===== src/rtl/arc4_seq_ctrl_if.sv =====
// Bundle of the ARC4 sequencer's start/ready handshake, the three engine
// memory request ports and the muxed S memory port.
// slave  = the sequencer's view, master = the surrounding system's view.
interface arc4_seq_ctrl_if #(
  parameter int ADDR_W = 8,
  parameter int DATA_W = 8
);
  logic              en;
  logic              rdy;
  logic [23:0]       key;
  logic [23:0]       key_q;
  logic              err;

  logic              init_en;
  logic              init_rdy;
  logic [ADDR_W-1:0] init_addr;
  logic [DATA_W-1:0] init_wrdata;
  logic              init_wren;

  logic              ksa_en;
  logic              ksa_rdy;
  logic [ADDR_W-1:0] ksa_addr;
  logic [DATA_W-1:0] ksa_wrdata;
  logic              ksa_wren;

  logic              prga_en;
  logic              prga_rdy;
  logic [ADDR_W-1:0] prga_addr;
  logic [DATA_W-1:0] prga_wrdata;
  logic              prga_wren;

  logic [ADDR_W-1:0] s_addr;
  logic [DATA_W-1:0] s_wrdata;
  logic              s_wren;
  // Read data goes straight from the memory to every engine; the sequencer
  // never looks at it, so it is not part of the slave view.
  logic [DATA_W-1:0] s_rddata;

  modport slave (
    input  en, key,
    input  init_rdy, init_addr, init_wrdata, init_wren,
    input  ksa_rdy, ksa_addr, ksa_wrdata, ksa_wren,
    input  prga_rdy, prga_addr, prga_wrdata, prga_wren,
    output rdy, key_q, err, init_en, ksa_en, prga_en,
    output s_addr, s_wrdata, s_wren
  );

  modport master (
    output en, key,
    output init_rdy, init_addr, init_wrdata, init_wren,
    output ksa_rdy, ksa_addr, ksa_wrdata, ksa_wren,
    output prga_rdy, prga_addr, prga_wrdata, prga_wren,
    output s_rddata,
    input  rdy, key_q, err, init_en, ksa_en, prga_en,
    input  s_addr, s_wrdata, s_wren
  );
endinterface


===== src/rtl/arc4_seq_ctrl.sv =====
// ARC4 top-level sequencer: runs init -> ksa -> prga over the en/rdy
// handshake, gives the single-port S memory to whichever engine is active,
// latches the key at start and aborts a stalled engine with a watchdog.
module arc4_seq_ctrl #(
  parameter int ADDR_W = 8,
  parameter int DATA_W = 8,
  parameter int TMO_W  = 16
) (
  input  logic           clk,
  input  logic           rst_n,
  arc4_seq_ctrl_if.slave bus
);

  typedef enum logic [2:0] {
    IDLE, INIT_GO, INIT_BUSY, KSA_GO, KSA_BUSY, PRGA_GO, PRGA_BUSY
  } state_t;

  typedef enum logic [1:0] {
    OWN_NONE, OWN_INIT, OWN_KSA, OWN_PRGA
  } owner_t;

  state_t             state_q, state_d;
  owner_t             owner_q, owner_d;
  logic               busy_seen_q, busy_seen_d;
  logic [TMO_W-1:0]   cnt_q, cnt_d;
  logic [23:0]        key_q, key_d;
  logic               err_q, err_d;

  logic               cur_rdy;
  logic               is_go;
  logic               is_busy;
  state_t             busy_state;
  state_t             next_go;
  owner_t             next_owner;
  logic               go_pulse;
  logic               tmo;

  assign tmo = &cnt_q;

  // Decode which engine the current state talks to and where it goes next.
  always_comb begin
    cur_rdy    = 1'b0;
    is_go      = 1'b0;
    is_busy    = 1'b0;
    busy_state = IDLE;
    next_go    = IDLE;
    next_owner = OWN_NONE;
    case (state_q)
      INIT_GO:   begin is_go = 1'b1;   cur_rdy = bus.init_rdy; busy_state = INIT_BUSY; end
      INIT_BUSY: begin is_busy = 1'b1; cur_rdy = bus.init_rdy; next_go = KSA_GO;  next_owner = OWN_KSA;  end
      KSA_GO:    begin is_go = 1'b1;   cur_rdy = bus.ksa_rdy;  busy_state = KSA_BUSY;  end
      KSA_BUSY:  begin is_busy = 1'b1; cur_rdy = bus.ksa_rdy;  next_go = PRGA_GO; next_owner = OWN_PRGA; end
      PRGA_GO:   begin is_go = 1'b1;   cur_rdy = bus.prga_rdy; busy_state = PRGA_BUSY; end
      PRGA_BUSY: begin is_busy = 1'b1; cur_rdy = bus.prga_rdy; next_go = IDLE;    next_owner = OWN_NONE; end
      default: ;
    endcase
  end

  // Next-state logic: start, engine completion, watchdog abort, GO -> BUSY.
  // Completion is tested before the watchdog so that an engine finishing on
  // the very cycle the counter saturates is not flagged as a timeout.
  always_comb begin
    state_d     = state_q;
    owner_d     = owner_q;
    busy_seen_d = busy_seen_q;
    cnt_d       = cnt_q;
    key_d       = key_q;
    err_d       = err_q;
    go_pulse    = 1'b0;

    if (state_q == IDLE) begin
      cnt_d = '0;
      if (bus.en) begin
        key_d   = bus.key;
        err_d   = 1'b0;
        owner_d = OWN_INIT;
        state_d = INIT_GO;
      end
    end else if (is_busy && busy_seen_q && cur_rdy) begin
      // Owner only changes together with GO entry, so the memory never sees
      // a write from an engine that is not the one being started.
      busy_seen_d = 1'b0;
      cnt_d       = '0;
      owner_d     = next_owner;
      state_d     = next_go;
    end else if (tmo) begin
      err_d       = 1'b1;
      owner_d     = OWN_NONE;
      busy_seen_d = 1'b0;
      cnt_d       = '0;
      state_d     = IDLE;
    end else begin
      cnt_d = cnt_q + TMO_W'(1);
      if (is_go && cur_rdy) begin
        go_pulse = 1'b1;
        state_d  = busy_state;
      end
      // The engine must be seen busy at least once before its rdy counts
      // as "finished"; this also guarantees two cycles in BUSY minimum.
      if (is_busy && !cur_rdy) begin
        busy_seen_d = 1'b1;
      end
    end
  end

  // State and datapath registers.
  always_ff @(posedge clk or negedge rst_n) begin
    if (!rst_n) begin
      state_q     <= IDLE;
      owner_q     <= OWN_NONE;
      busy_seen_q <= 1'b0;
      cnt_q       <= '0;
      key_q       <= '0;
      err_q       <= 1'b0;
    end else begin
      state_q     <= state_d;
      owner_q     <= owner_d;
      busy_seen_q <= busy_seen_d;
      cnt_q       <= cnt_d;
      key_q       <= key_d;
      err_q       <= err_d;
    end
  end

  assign bus.rdy     = (state_q == IDLE);
  assign bus.key_q   = key_q;
  assign bus.err     = err_q;
  assign bus.init_en = go_pulse && (state_q == INIT_GO);
  assign bus.ksa_en  = go_pulse && (state_q == KSA_GO);
  assign bus.prga_en = go_pulse && (state_q == PRGA_GO);

  // S memory mux: only the registered owner reaches the memory port.
  always_comb begin
    bus.s_addr   = '0;
    bus.s_wrdata = '0;
    bus.s_wren   = 1'b0;
    case (owner_q)
      OWN_INIT: begin
        bus.s_addr   = bus.init_addr;
        bus.s_wrdata = bus.init_wrdata;
        bus.s_wren   = bus.init_wren;
      end
      OWN_KSA: begin
        bus.s_addr   = bus.ksa_addr;
        bus.s_wrdata = bus.ksa_wrdata;
        bus.s_wren   = bus.ksa_wren;
      end
      OWN_PRGA: begin
        bus.s_addr   = bus.prga_addr;
        bus.s_wrdata = bus.prga_wrdata;
        bus.s_wren   = bus.prga_wren;
      end
      default: ;
    endcase
  end

endmodule


===== src/flat_wrapper.sv =====
// flat-port wrapper written by rule: the top's interface ports become plain ports
module arc4_seq_ctrl_flat 
#(
  parameter int ADDR_W = 8,
  parameter int DATA_W = 8,
  parameter int TMO_W  = 16
)
  (clk, rst_n, bus_en, bus_key, bus_init_rdy, bus_init_addr, bus_init_wrdata, bus_init_wren, bus_ksa_rdy, bus_ksa_addr, bus_ksa_wrdata, bus_ksa_wren, bus_prga_rdy, bus_prga_addr, bus_prga_wrdata, bus_prga_wren, bus_rdy, bus_key_q, bus_err, bus_init_en, bus_ksa_en, bus_prga_en, bus_s_addr, bus_s_wrdata, bus_s_wren);
  arc4_seq_ctrl_if #(.ADDR_W(ADDR_W), .DATA_W(DATA_W)) bus_i ();
  input  logic clk;
  input  logic rst_n;
  input wire logic [$bits(bus_i.en)-1:0] bus_en;
  input wire logic [$bits(bus_i.key)-1:0] bus_key;
  input wire logic [$bits(bus_i.init_rdy)-1:0] bus_init_rdy;
  input wire logic [$bits(bus_i.init_addr)-1:0] bus_init_addr;
  input wire logic [$bits(bus_i.init_wrdata)-1:0] bus_init_wrdata;
  input wire logic [$bits(bus_i.init_wren)-1:0] bus_init_wren;
  input wire logic [$bits(bus_i.ksa_rdy)-1:0] bus_ksa_rdy;
  input wire logic [$bits(bus_i.ksa_addr)-1:0] bus_ksa_addr;
  input wire logic [$bits(bus_i.ksa_wrdata)-1:0] bus_ksa_wrdata;
  input wire logic [$bits(bus_i.ksa_wren)-1:0] bus_ksa_wren;
  input wire logic [$bits(bus_i.prga_rdy)-1:0] bus_prga_rdy;
  input wire logic [$bits(bus_i.prga_addr)-1:0] bus_prga_addr;
  input wire logic [$bits(bus_i.prga_wrdata)-1:0] bus_prga_wrdata;
  input wire logic [$bits(bus_i.prga_wren)-1:0] bus_prga_wren;
  output wire logic [$bits(bus_i.rdy)-1:0] bus_rdy;
  output wire logic [$bits(bus_i.key_q)-1:0] bus_key_q;
  output wire logic [$bits(bus_i.err)-1:0] bus_err;
  output wire logic [$bits(bus_i.init_en)-1:0] bus_init_en;
  output wire logic [$bits(bus_i.ksa_en)-1:0] bus_ksa_en;
  output wire logic [$bits(bus_i.prga_en)-1:0] bus_prga_en;
  output wire logic [$bits(bus_i.s_addr)-1:0] bus_s_addr;
  output wire logic [$bits(bus_i.s_wrdata)-1:0] bus_s_wrdata;
  output wire logic [$bits(bus_i.s_wren)-1:0] bus_s_wren;
  assign bus_i.en = bus_en;
  assign bus_i.key = bus_key;
  assign bus_i.init_rdy = bus_init_rdy;
  assign bus_i.init_addr = bus_init_addr;
  assign bus_i.init_wrdata = bus_init_wrdata;
  assign bus_i.init_wren = bus_init_wren;
  assign bus_i.ksa_rdy = bus_ksa_rdy;
  assign bus_i.ksa_addr = bus_ksa_addr;
  assign bus_i.ksa_wrdata = bus_ksa_wrdata;
  assign bus_i.ksa_wren = bus_ksa_wren;
  assign bus_i.prga_rdy = bus_prga_rdy;
  assign bus_i.prga_addr = bus_prga_addr;
  assign bus_i.prga_wrdata = bus_prga_wrdata;
  assign bus_i.prga_wren = bus_prga_wren;
  assign bus_rdy = bus_i.rdy;
  assign bus_key_q = bus_i.key_q;
  assign bus_err = bus_i.err;
  assign bus_init_en = bus_i.init_en;
  assign bus_ksa_en = bus_i.ksa_en;
  assign bus_prga_en = bus_i.prga_en;
  assign bus_s_addr = bus_i.s_addr;
  assign bus_s_wrdata = bus_i.s_wrdata;
  assign bus_s_wren = bus_i.s_wren;
  arc4_seq_ctrl #(.ADDR_W(ADDR_W), .DATA_W(DATA_W), .TMO_W(TMO_W)) u_core (.clk(clk), .rst_n(rst_n), .bus(bus_i));
endmodule

===== config.mk =====
export PLATFORM = sky130hd
export DESIGN_NAME = arc4_seq_ctrl_flat
export DESIGN_NICKNAME = d
export VERILOG_FILES = /design/src/rtl/arc4_seq_ctrl_if.sv /design/src/rtl/arc4_seq_ctrl.sv /design/src/flat_wrapper.sv
export SDC_FILE = /design/constraint.sdc
export NUM_CORES = 1
export LEC_CHECK = 0
export ABC_AREA = 0
export BUFFER_PORTS_ARGS = -buffer_cell sky130_fd_sc_hd__buf_2
export CAP_MARGIN = 20
export CORE_ASPECT_RATIO = 0.6
export CORE_MARGIN = 5
export CORE_UTILIZATION = 50
export DETAILED_ROUTE_END_ITERATION = 7
export GPL_TIMING_DRIVEN = 0
export PLACE_DENSITY = 0.83
export SLEW_MARGIN = 20
export SYNTH_ARGS = -nofsm -noshare
export SYNTH_HDL_FRONTEND = slang
export SYNTH_SLANG_ARGS = --single-unit

===== constraint.sdc =====
create_clock -name clk -period 5.3 [get_ports clk]
set_input_delay 1.06 -clock clk [delete_from_list [all_inputs] [get_ports clk]]
set_output_delay 1.06 -clock clk [all_outputs]
set_load 0.005 [all_outputs]

# Word-level counts from Yosys, hierarchy flattened
# Index checks and enable logic that the tools add are counted.
# Widths: inputs -> output; s select.
# totals
out_inout_bits	46
word_cells	75
inputBits	81
ff_bits	47
# op_classes
eq_ne	11
n_bitwise	1
n_reduce_logical	24
addsub	1
mux	32
# ops
cell	n
$mux 16	3
$pmux 8 s3	2
$add 16x1->16 const B	1
$reduce_and 16->1	1
$mux 3	5
$mux 1	13
$eq 3x3->1 const B	3
$pmux 3 s3	1
$mux 2	4
$reduce_and 2->1	4
$logic_and 1x1->1	7
$eq 3x2->1 const B	2
$pmux 1 s3	2
$pmux 3 s2	1
$reduce_bool 3->1	2
$reduce_or 2->1	3
$reduce_or 3->1	2
$eq 2x2->1 const B	2
$ne 2x2->1 const B	2
$pmux 2 s2	1
$reduce_bool 4->1	1
$eq 3x1->1 const B	1
$logic_not 3->1	1
$reduce_and 3->1	1
other kinds (4)	4

# Logic depth before layout (Yosys ltp)
# Gate-level depths: netlist (run 1).
# depth
ltp_word	9
ltp_mapped	7
depth_no_buf	5

# Worst setup path before layout (run 1)
# Ideal clock, no wire load.
# synth_path
kind	input-to-output
startpoint	input bus_prga_rdy
endpoint	output bus_init_en
required_ps	4240
path_stages	4
path_slack_ps	2197
n_path_buf	0
arrival_time_ps	2043
cell_sequence	mux2_2 > a221oi_4 > nor2_1 > and3_1
# synth_via
elab_chain_cells	7
elab_cells_between_ends	8
classes_between	mux: 5; reduce/logical: 3
# synth_rtl
item	line	text
from (decl)	flat_wrapper.sv:22	input wire logic [$bits(bus_i.prga_rdy)-1:0] bus_prga_rdy;
$pmux 1 s3 (*)	arc4_seq_ctrl.sv:48	case (state_q)
$logic_and 1x1->1	arc4_seq_ctrl.sv:94	if (is_go && cur_rdy) begin
$mux 1	arc4_seq_ctrl.sv:94	
$mux 1	arc4_seq_ctrl.sv:86	end else if (tmo) begin
$mux 1 (*)	arc4_seq_ctrl.sv:79	end else if (is_busy && busy_seen_q && cur_rdy) begin
$mux 1 (*)	arc4_seq_ctrl.sv:71	if (state_q == IDLE) begin
$logic_and 1x1->1 (*)	arc4_seq_ctrl.sv:128	assign bus.init_en = go_pulse && (state_q == INIT_GO);
to (decl)	flat_wrapper.sv:29	output wire logic [$bits(bus_i.init_en)-1:0] bus_init_en;
# Every way passes the cells marked *; elsewhere a longest branch is shown, timed or not.

# Worst setup path after layout (run 1)
# layout_path
startpoint	input bus_init_rdy
endpoint	output bus_init_en
# layout_via
elab_chain_cells	7
elab_cells_between_ends	8
classes_between	mux: 5; reduce/logical: 3
# layout_rtl
item	line	text
from (decl)	flat_wrapper.sv:14	input wire logic [$bits(bus_i.init_rdy)-1:0] bus_init_rdy;
$pmux 1 s3 (*)	arc4_seq_ctrl.sv:48	
$logic_and 1x1->1	arc4_seq_ctrl.sv:94	
$mux 1	arc4_seq_ctrl.sv:94	
$mux 1	arc4_seq_ctrl.sv:86	
$mux 1 (*)	arc4_seq_ctrl.sv:79	
$mux 1 (*)	arc4_seq_ctrl.sv:71	
$logic_and 1x1->1 (*)	arc4_seq_ctrl.sv:128	
# Marks and branches as above.

==> metrics.md, run 1 <==
| Metric | Value |
|---|---|
| Status | `completed` |
| Commonest cells in the netlist | `dfrtp_1, mux2_2, nor2_1` |
| Top FF cell, synth | `dfrtp_1` |
| Internal power | `about 0.0010 W` |
| Crit path launch type | `primary input` |
| Num Clock Sinks | `47` |
| Period utilization | `65.5%` |
| Final hold vios | `0` |
| Clock power share | `between 10% and 20%` |
| Clk Latency, worst-skew pair | `~0.29 ns` |
| Switching share of total power | `a little under two fifths` |
| Critical path peak fanout | `10` |
| Tmin final | `about 3.5 ns` |
| Total of warnings raised by yosys | `0` |
| IO Pins | `about 130` |
| Peak supply drop | `0.289 mV` |
| CORE AREA | `a little over 0.005 mm2` |
| Filler Cell Count | `405` |
| Met3 GRT Util | `5.06%` |
| Max-cap violations | `0` |
| CTS Hold Bufs | `0` |
| Cells taking the most area after synthesis | `dfrtp_1, mux2_2, a22o_1` |
| Syn Nets | `317` |
| Most frequent cell on the critical path | `buf_2` |
| H-tree levels | `2` |
| Worst Tran Pin Value | `slightly above 0.6 ns` |
| Reg power frac | `35.8%` |
| Cts bufs inserted | `5` |
| Yosys top cell by area | `dfrtp_1` |
| Share of the yosys chip area belonging to registers | `about 45%` |
| Worst Hold Margin | `0.490 ns` |
| Row Count | `20` |
| Largest net degree at the start of global routing | `48` |
| Net Switching | `between 0.0006 and 0.0007 W` |
| Critical Path RT | `4.24 ns` |
| Clk slew on worst S/H paths | `around 0.08 ns` |
| Reg area | `roughly 0.0012 mm2` |
| Area of the die | `roughly 0.0068 mm2` |
| Port Buffer Count | `between 100 and 150` |
| FMAX | `between 200 and 300 MHz` |
| Post-Route WL | `slightly below 7000 um` |
| Horiz. Die Dim | `103 um` |
| Drt wl/cell | `about 16 um` |
| Worst stage delay on the critical path | `0.49 ns` |
| # resized after CTS | `0` |
| Max-slew headroom | `58.4%` |
| Root Buffer | `clkbuf_8` |
| Number of global-route vias before repair | `about 2200` |
| Syn avg cell area | `about 11 um2` |
| FFs w/ async S/R, synth | `100%` |
| Global-route met1 utilization | `29.4%` |
| Met2 Resource Use GR | `30.4%` |
| GPL Wtd Cong | `0.837` |
| PwrDens | `~470 mW/mm2` |
| Total grt overflow | `0` |
| Setup crit end kind | `output port` |
| Starting density of the core | `51.4%` |
| Synthesized area | `0.00260 mm2` |
| Hold WC Path Type | `register to register` |
| Global-route wire length before repair | `~11000 um` |
| DP HPWL | `roughly 5500 um` |
| Count leader, synth | `dfrtp_1` |
| Worst clock skew | `0.00287 ns` |
| Post-layout net count | `between 400 and 500` |
| DR iter-0 viols | `102` |
| Setup TNS | `0 ns` |
| WP data arrival | `roughly 2.4 ns` |
| Lkg Pwr | `1.71 nW` |
| Logic pwr share | `51.5%` |
| Post-synth cell types | `41` |
| EDFF count, synth | `0` |
| Synth Instances | `235` |
| Max Slew Vio Count | `0` |
| DRC violations left | `0` |
| Critical-path cell list | `buf_2 -> mux2_2 -> a221oi_4 -> nor2_1 -> and3_1 -> buf_2` |
| ANT cells | `0` |
| CP Class | `primary input to output port` |
| GR peak layer | `met2` |
| Synthesis-stage register bit count | `47` |
| CTS tree | `done` |
| Vias after detailed routing | `between 2000 and 2500` |
| Via/cell ratio | `about 5.3` |
| Share of Yosys cell area claimed by the top area cell type | `45.3%` |
| Unrepaired setup endpoints after global routing | `false` |
| Area occupied by multi-input gates | `0.00134 mm2` |
| Final Setup Violations | `0` |
| Layout cells sized above 1 | `between 50 and 60%` |
| Slowest CP cell | `a221oi_4` |
| CTS max path bufs | `2` |
| R2R Setup Slk | `around 3.2 ns` |
| Total setup buffers inserted after CTS | `0` |
| Area growth syn-to-layout | `30.7%` |
| First-pass DRT Iterations | `4` |
| Initial antenna violation count | `0` |
| Die Height | `roughly 66 um` |
| Routed Antenna Nets | `0` |
| Tot GR Track Use | `roughly a fifth` |
-- final cells by class --
type | instances | area share (%)
Buffer | 14 | 1.99
Clock buffer | 5 | 2.03
Clock inverter | 2 | 0.405
Inverter | 4 | 0.442
Multi-Input combinational cell | 170 | 39.4
Sequential cell | 47 | 34.6
Tap cell | 66 | 2.43
Timing Repair Buffer | 126 | 18.6
-- cells in the final DEF (no fill, tap or decap), types with 3 or more instances in the layout --
cell / Yosys / layout
a211o_1: 3 / 3
nor4_1: 5 / 5
o21ai_0: 5 / 5
clkbuf_1: 9 / 9
nor2_1: 20 / 20
inv_1: 4 / 4
buf_2: 3 / 128
dfrtp_1: 47 / 47
mux2_2: 42 / 42
xnor2_1: 9 / 9
nor3_1: 4 / 4
clkbuf_8: 0 / 5
nand3_1: 11 / 11
a31oi_1: 4 / 4
xor2_1: 5 / 5
nand2_1: 11 / 11
nand4_1: 3 / 3
nor2b_1: 6 / 6
a22o_1: 17 / 17
-- power groups by stage --
| stage | clock [W] | combinational, W | sequential, W |
|---|---|---|---|
| final | 0.000204 | 0.000830 | 0.000577 |
| after global routing | 0.000231 | 0.000934 | 0.000592 |
| after CTS | 0.000215 | 0.000834 | 0.000576 |
| after detailed placement | 0 | 0.000832 | 0.000584 |
| after global placement | 0 | 0.000813 | 0.000573 |
| after floorplan | 0 | 0.000521 | 0.000580 |
-- sequential cells by signal, summed over array words and instances (netlist names) --
name and count:
u_core.busy_seen_q 1, u_core.state_q 3, u_core.bus.err 1, u_core.cnt_q 16, u_core.owner_q 2, u_core.bus.key_q 24
-- path summary, 6_finish.rpt --
path / endpoint / depth (start not counted) / startpoint
min in group asynchronous: u_core.state_q[2]$_DFFE_PN0P_ / 1 / rst_n
max: bus_init_en / 6 / bus_init_rdy
min: u_core.bus.err$_DFFE_PN0P_ / 2 / u_core.bus.err$_DFFE_PN0P_
max reg2reg: u_core.state_q[2]$_DFFE_PN0P_ / 5 / u_core.cnt_q[0]$_DFF_PN0_
min reg2reg: u_core.bus.err$_DFFE_PN0P_ / 2 / u_core.bus.err$_DFFE_PN0P_
max in group asynchronous: u_core.bus.key_q[18]$_DFFE_PN0P_ / 1 / rst_n
-- metrics by stage --
stage / util, % / area, um2 / setup slack (ns) / total power (W) / cells
2_1_floorplan: - / 2600 / 2.20 / 0.00110 / 235
3_3_place_gp: 65.5 / 3310 / 1.87 / 0.00139 / 427
3_5_place_dp: 65.5 / 3310 / 1.86 / 0.00142 / 427
4_1_cts: 67.1 / 3390 / 1.85 / 0.00162 / 434
5_1_grt: 67.2 / 3400 / 1.75 / 0.00176 / 434
6_report: 67.2 / 3400 / 1.83 / 0.00161 / 434
-- worst max-delay path, delay by kind of cell --
family	cells	cell delay [ns]
mux	1	0.29
compound gates	1	0.49
simple gates	2	0.33
buf+inv	2	0.23
-- metal layers --
metal  wire (um)  share of wire, %
met5           0                 0
met4          55              0.80
met3         592               8.6
met2        3100                45
met1        3100                45
-- cell families after synthesis --
logic type               share of synthesized area [%]
flip-flops                                        45.3
AND/OR/NAND/NOR                                   16.0
adder cells (fa/ha/maj)                          0.482
XOR/XNOR                                          4.72
buffers and inverters                             3.18
multiplexers                                      18.6
AO/OA/AOI/OAI                                     11.7
(Power assumes the default switching activity.)
==> run 2, diff against run 1 <==
--- a/config.mk
+++ b/config.mk
@@ -10,10 +10,10 @@
 export CAP_MARGIN = 20
 export CORE_ASPECT_RATIO = 0.6
 export CORE_MARGIN = 5
-export CORE_UTILIZATION = 50
+export CORE_UTILIZATION = 46
 export DETAILED_ROUTE_END_ITERATION = 7
 export GPL_TIMING_DRIVEN = 0
-export PLACE_DENSITY = 0.83
+export PLACE_DENSITY = 0.77
 export SLEW_MARGIN = 20
 export SYNTH_ARGS = -nofsm -noshare
 export SYNTH_HDL_FRONTEND = slang
==> constraint.sdc (replaced) <==
create_clock -name clk -period 3.6 [get_ports clk]
set_input_delay 0.72 -clock clk [delete_from_list [all_inputs] [get_ports clk]]
set_output_delay 0.72 -clock clk [all_outputs]
set_load 0.005 [all_outputs]
==> run 2 against run 1 <==
  * Critical path type is now register to output port
  * Critical path depth is 1 lower
  * Clock power is 59% higher
  * Sequential power is 48% higher
  * Sequential share of layout area is 0.13 points lower
  * Wire length is 2.2% lower
  * Final area is 0.37% higher
  * Highest routed layer unchanged
  * Total power is 49% higher
  * Final cell count is 0.92% higher
==> metrics.md, run 2 (synthesized netlist as in run 1, its figures left out) <==
| Metric | Value |
|---|---|
| Largest register FFs | `24` |
| Area of the die | `~0.0073 mm2` |
| Max-slew headroom | `between 60 and 70%` |
| DP HPWL | `5410 um` |
| CP Class | `register to output port` |
| Post-DP Area | `approximately 0.0033 mm2` |
| Tot GR Track Use | `18.4%` |
| Slowest CP cell | `clkbuf_1` |
| Worst Path Buf+Inv | `3` |
| Port Buffer Count | `between 100 and 150` |
| Horiz. Die Dim | `around 110 um` |
| H-tree levels | `2` |
| Critical-path cell list | `clkbuf_1 -> clkbuf_1 -> mux2_2 -> a22o_1 -> buf_2` |
| Post-Route WL | `about 6700 um` |
| Number of global-route vias before repair | `around 2300` |
| CTS tree | `done` |
| Drt wl/cell | `about 15 um` |
| Crit path launch type | `register` |
| Commonest non-fill, non-tap cells in the layout | `buf_2, dfrtp_1, mux2_2` |
| Starting density of the core | `47.1%` |
| DRC violations left | `0` |
| Worst Tran Pin Value | `between 0.5 and 0.6 ns` |
| Row Count | `21` |
| Initial antenna violation count | `0` |
| Cell family with most CP delay | `buffers and inverters` |
| Post-layout net count | `450` |
| # resized after CTS | `0` |
| CTS max path bufs | `2` |
| WP data arrival | `roughly 2.3 ns` |
| Largest registers | `u_core.bus.key_q: 24 flops, u_core.cnt_q: 16 flops, u_core.state_q: 3 flops` |
| Lkg Pwr | `approximately 1.7 nW` |
| Worst stage delay on the critical path | `0.48 ns` |
| Period utilization | `between 80% and 90%` |
| Routed Antenna Nets | `0` |
| Setup TNS | `0 ns` |
| Most frequent cell on the critical path | `clkbuf_1` |
| Clk Latency, worst-skew pair | `0.30 ns` |
| Total setup buffers inserted after CTS | `0` |
| Reg with most FFs | `u_core.bus.key_q` |
| Most common cell after layout, fill and taps aside | `buf_2` |
| PwrDens | `around 700 mW/mm2` |
| FMAX | `between 300 and 400 MHz` |
| R2R Setup Slk | `about 1.5 ns` |
| Unrepaired setup endpoints after global routing | `false` |
| Critical path peak fanout | `10` |
| CTS Hold Bufs | `0` |
| Critical Path RT | `2.88 ns` |
| Tmin final | `approximately 3.0 ns` |
| Final Setup Violations | `0` |
| Max Slew Vio Count | `0` |
| IO Pins | `127` |
| Hold WC Path Type | `primary input to async pin` |
| Peak supply drop | `roughly 0.37 mV` |
| Total grt overflow | `0` |
| CORE AREA | `~0.0055 mm2` |
| Max-cap violations | `0` |
| Area growth syn-to-layout | `31.2%` |
| Num Clock Sinks | `47` |
| Post-route cell area | `between 0.003 and 0.004 mm2` |
| Worst clock skew | `~0.010 ns` |
| Final hold vios | `0` |
| First-pass DRT Iterations | `4` |
| Vias after detailed routing | `2257` |
| Setup crit end kind | `output port` |
| GPL Wtd Cong | `around 0.9` |
| Via/cell ratio | `slightly above 5` |
| Global-route wire length before repair | `around 11000 um` |
| Root Buffer | `clkbuf_8` |
| Die Height | `just under 70 um` |
| Clk slew on worst S/H paths | `about 0.090 ns` |
| DR iter-0 viols | `just under 100` |
| Cts bufs inserted | `5` |
| Layout cells sized above 1 | `a little over 50%` |
| ANT cells | `0` |
| Largest net degree at the start of global routing | `between 40 and 50` |
| Status | `completed` |
## run 2: cell count changes in the layout (fill, tap and decap cells not counted), sizes merged
cell / previous run / this run
inv: 4 / 5
## run 2: per-stage QoR
stage,setup WS (ns),hold slack [ns],util (%),std cells,total power (W)
CTS,0.610,0.506,61.7,438,0.00242
finish,0.630,0.416,61.8,438,0.00240
detailed placement,0.784,0.488,60.1,430,0.00209
global route,0.391,0.461,61.8,438,0.00261
floorplan,1.18,0.424,-,235,0.00162
global placement,0.808,0.481,60.1,430,0.00205
## run 2: power by group
| group | switching (W) | total (W) | internal [W] | leakage (nW) |
|---|---|---|---|---|
| registers | 0.000127 | 0.000853 | 0.000725 | 0.591 |
| logic | 0.000600 | 0.00122 | 0.000624 | 1.08 |
| clock network | 0.000185 | 0.000324 | 0.000139 | 0.0485 |
| total | 0.000913 | 0.00240 | 0.00149 | 1.72 |
## run 2: layout make-up
cell class	instances	area, um2
fill	473	2110
multi-input combinational	170	1340
buffer	14	67.6
inverter	4	15.0
sequential	47	1180
tap	69	86.3
clock inverter	3	22.5
timing repair buffer	126	633
clock buffer	5	68.8
## run 2: metal layers
layer  vias to the layer above  routed length [um]  GRT usage, %
li1                       1123                   -             -
met1                      1050                2880          24.6
met2                        79                3040          27.4
met3                         5                 742          8.48
met4                         0                  39          3.83
met5                         -                   0             0
## run 2: final timing paths
path                                                  from                         endpoint  cells after the start
max in group asynchronous                            rst_n        u_core.cnt_q[3]$_DFF_PN0_                      1
min reg2reg                u_core.bus.key_q[4]$_DFFE_PN0P_  u_core.bus.key_q[4]$_DFFE_PN0P_                      1
min in group clk           u_core.bus.key_q[4]$_DFFE_PN0P_  u_core.bus.key_q[4]$_DFFE_PN0P_                      1
min                                                  rst_n  u_core.bus.key_q[6]$_DFFE_PN0P_                      1
max                          u_core.owner_q[0]$_DFFE_PN0P_                    bus_s_addr[3]                      5
max reg2reg                      u_core.cnt_q[0]$_DFF_PN0_    u_core.state_q[2]$_DFFE_PN0P_                      6
==> run 3, diff against run 2 <==
--- a/config.mk
+++ b/config.mk
@@ -5,15 +5,15 @@
 export SDC_FILE = /design/constraint.sdc
 export NUM_CORES = 1
 export LEC_CHECK = 0
-export ABC_AREA = 0
+export ABC_AREA = 1
 export BUFFER_PORTS_ARGS = -buffer_cell sky130_fd_sc_hd__buf_2
 export CAP_MARGIN = 20
 export CORE_ASPECT_RATIO = 0.6
 export CORE_MARGIN = 5
-export CORE_UTILIZATION = 46
+export CORE_UTILIZATION = 42
 export DETAILED_ROUTE_END_ITERATION = 7
 export GPL_TIMING_DRIVEN = 0
-export PLACE_DENSITY = 0.77
+export PLACE_DENSITY = 0.74
 export SLEW_MARGIN = 20
 export SYNTH_ARGS = -nofsm -noshare
 export SYNTH_HDL_FRONTEND = slang
==> constraint.sdc (replaced) <==
create_clock -name clk -period 2.7 [get_ports clk]
set_input_delay 0.54 -clock clk [delete_from_list [all_inputs] [get_ports clk]]
set_output_delay 0.54 -clock clk [all_outputs]
set_load 0.005 [all_outputs]
==> run 3 against run 2 <==
  * Final area is 0.18% higher
  * Clock skew is 0.0019 ns lower
  * Count of clock-buffer cells in the layout is 1 higher
  * Critical path depth stayed put
  * Via count is 19% higher
  * Largest power group unchanged
  * Highest routed layer unchanged
==> metrics.md, run 3 <==
| Metric | Value |
|---|---|
| Initial antenna violation count | `0` |
| Count leader, synth | `nand2_1` |
| Num Clock Sinks | `47` |
| DP HPWL | `5490 um` |
| Die Height | `roughly 70 um` |
| Slowest CP cell | `nor2_1` |
| Clk slew on worst S/H paths | `~0.090 ns` |
| ANT cells | `0` |
| Area occupied by multi-input gates | `between 0.001 and 0.0015 mm2` |
| Largest registers | `u_core.bus.key_q: 24 flops, u_core.cnt_q: 16 flops, u_core.state_q: 3 flops` |
| Filler Cell Count | `598` |
| Top FF cell, synth | `dfrtp_1` |
| DP Cell Count | `approximately 570` |
| Crit path launch type | `register` |
| Total grt overflow | `0` |
| Internal power | `approximately 0.0018 W` |
| GPL Wtd Cong | `between 0.8 and 0.9` |
| EDFF count, synth | `0` |
| Port Buffer Count | `126` |
| CORE AREA | `approximately 0.006 mm2` |
| Layout cells sized above 1 | `around 32%` |
| Peak supply drop | `~0.46 mV` |
| Drt wl/cell | `around 12 um` |
| CTS max path bufs | `2` |
| PwrDens | `919 mW/mm2` |
| Commonest cells in the netlist | `nand2_1, dfrtp_1, nand3_1` |
| Tot GR Track Use | `roughly 17%` |
| Period utilization | `around nine tenths` |
| DRC violations left | `0` |
| DR iter-0 viols | `about 160` |
| Routed Antenna Nets | `0` |
| Power, Total | `roughly 0.0031 W` |
| Most common cell after layout, fill and taps aside | `nand2_1` |
| # resized after CTS | `0` |
| Syn Nets | `around 440` |
| CTS Hold Bufs | `0` |
| CTS tree | `done` |
| Horiz. Die Dim | `~110 um` |
| Cell family with most CP delay | `simple AND/OR/NAND/NOR gates` |
| Status | `completed` |
| Clk Latency, worst-skew pair | `around 0.30 ns` |
| Root Buffer | `clkbuf_8` |
| Worst clock skew | `roughly 0.0081 ns` |
| Number of global-route vias before repair | `around 2500` |
| Net Switching | `0.00138 W` |
| Max-cap violations | `0` |
| Post-Route WL | `6920 um` |
| Worst Tran Pin Value | `roughly 0.59 ns` |
| IO Pins | `127` |
| Final core area utilization | `a little under three fifths` |
| Worst Path Buf+Inv | `2` |
| First-pass DRT Iterations | `4` |
| Max-slew headroom | `roughly three fifths` |
| Share of the yosys chip area belonging to registers | `45.5%` |
| Setup crit end kind | `output port` |
| Reg power frac | `34.3%` |
| Critical path peak fanout | `10` |
| Clock power share | `a little over an eighth` |
| Reg with most FFs | `u_core.bus.key_q` |
| WP data arrival | `~1.9 ns` |
| Cells taking the most area after synthesis | `dfrtp_1, nand2_1, nand3_1` |
| H-tree levels | `2` |
| Unrepaired setup endpoints after global routing | `false` |
| Synthesis-stage register bit count | `47` |
| Post-synth cell types | `28` |
| FFs w/ async S/R, synth | `between 90% and 100%` |
| Total of warnings raised by yosys | `0` |
| Synth Instances | `approximately 360` |
| Vias after detailed routing | `about 2700` |
| Setup TNS | `0 ns` |
| Total setup buffers inserted after CTS | `0` |
| Post-layout net count | `576` |
| Final hold vios | `0` |
| Cts bufs inserted | `5` |
| Hold WC Path Type | `primary input to async pin` |
| Via/cell ratio | `~4.7` |
| Max Slew Vio Count | `0` |
| Layout Cells excl Fill | `about 580` |
| Switching share of total power | `between 40% and 50%` |
| Area growth syn-to-layout | `32.0%` |
| Logic pwr share | `52.2%` |
| Worst stage delay on the critical path | `about 0.44 ns` |
| Synthesized area | `between 0.002 and 0.003 mm2` |
| CP Class | `register to output port` |
| Final Setup Violations | `0` |
| Critical-path cell list | `nor2_1 -> clkbuf_1 -> nand2_1 -> nand3_1 -> buf_2` |
| Commonest non-fill, non-tap cells in the layout | `nand2_1, buf_2, dfrtp_1` |
| Global-route wire length before repair | `approximately 11000 um` |
| Lkg Pwr | `1.94 nW` |
| Largest net degree at the start of global routing | `between 40 and 50` |
| Largest register FFs | `24` |
| Share of Yosys cell area claimed by the top area cell type | `roughly 45%` |
| Syn avg cell area | `roughly 7 um2` |
| Critical Path RT | `approximately 2.2 ns` |
| Yosys top cell by area | `dfrtp_1` |
| Reg area | `approximately 0.0012 mm2` |
| Tmin final | `about 2.4 ns` |
| Area of the die | `0.00788 mm2` |
| Row Count | `22` |
| Starting density of the core | `a little over two fifths` |
| FMAX | `approximately 410 MHz` |
==> run 3: worst reg2reg max path: cells and delay by family (launching register included) <==
kind / cells / cell delay [ns]
AND/OR/NAND/NOR: 7 / 0.91
flip-flops: 1 / 0.38
buffers and inverters: 2 / 0.24
adder cells (fa/ha/maj): 1 / 0.19
==> run 3: path summary, 6_finish.rpt <==
check	from	end	slack [ns]	depth (start not counted)
min in group clk	bus_key[7]	u_core.bus.key_q[7]$_DFFE_PN0P_	0.43	3
min reg2reg	u_core.cnt_q[0]$_DFF_PN0_	u_core.cnt_q[0]$_DFF_PN0_	0.47	1
max	u_core.owner_q[0]$_DFFE_PN0P_	bus_s_addr[3]	0.28	5
max reg2reg	u_core.cnt_q[0]$_DFF_PN0_	u_core.cnt_q[4]$_DFF_PN0_	0.88	10
max in group asynchronous	rst_n	u_core.state_q[2]$_DFFE_PN0P_	2.07	1
min	rst_n	u_core.bus.key_q[18]$_DFFE_PN0P_	0.23	1
==> run 3: layer usage <==
metal  track usage, %  vias up  share of wire [%]
li1                 -     1393                  -
met1             25.0     1219                 49
met2             26.1       80                 44
met3             4.27        4                6.6
met4             5.40        0               0.78
met5                0        -                  0
==> run 3: cell families (layout without fill, tap and decap cells) <==
group / after synthesis / count (layout) / synth area share [%]
and+or+nand+nor: 250 / 250 / 41.4
xor gates and xnor gates: 6 / 6 / 2.03
DFF: 47 / 47 / 45.5
AOI/OAI and AO/OA: 18 / 18 / 4.21
buffers and inverters: 39 / 173 / 6.39
adders and majority gates: 1 / 1 / 0.484
==> run 3: power groups by stage <==
| stage | Sequential [W] | Combinational (W) | Clock (W) |
|---|---|---|---|
| finish | 0.00108 | 0.00164 | 0.000427 |
| global route | 0.00111 | 0.00186 | 0.000477 |
| CTS | 0.00108 | 0.00166 | 0.000447 |
| detailed placement | 0.00108 | 0.00166 | 0 |
| global placement | 0.00108 | 0.00161 | 0 |
| floorplan | 0.00109 | 0.00101 | 0 |
==> run 3: metrics by stage <==
step	setup slack, ns	hold slack (ns)	cell area [um2]
floorplan	0.889	0.244	2590
global placement	0.630	0.449	3320
detailed placement	0.604	0.452	3320
CTS	0.260	0.420	3410
global route	0.0866	0.286	3410
finish	0.278	0.230	3410
==> run 3: cell type report <==
type / count / share of cell area, %
Buffer: 9 / 1.47
Timing Repair Buffer: 126 / 18.5
Sequential cell: 47 / 34.4
Clock buffer: 6 / 2.13
Clock inverter: 2 / 0.513
Multi-Input combinational cell: 275 / 36.5
Tap cell: 84 / 3.08
Inverter: 30 / 3.37
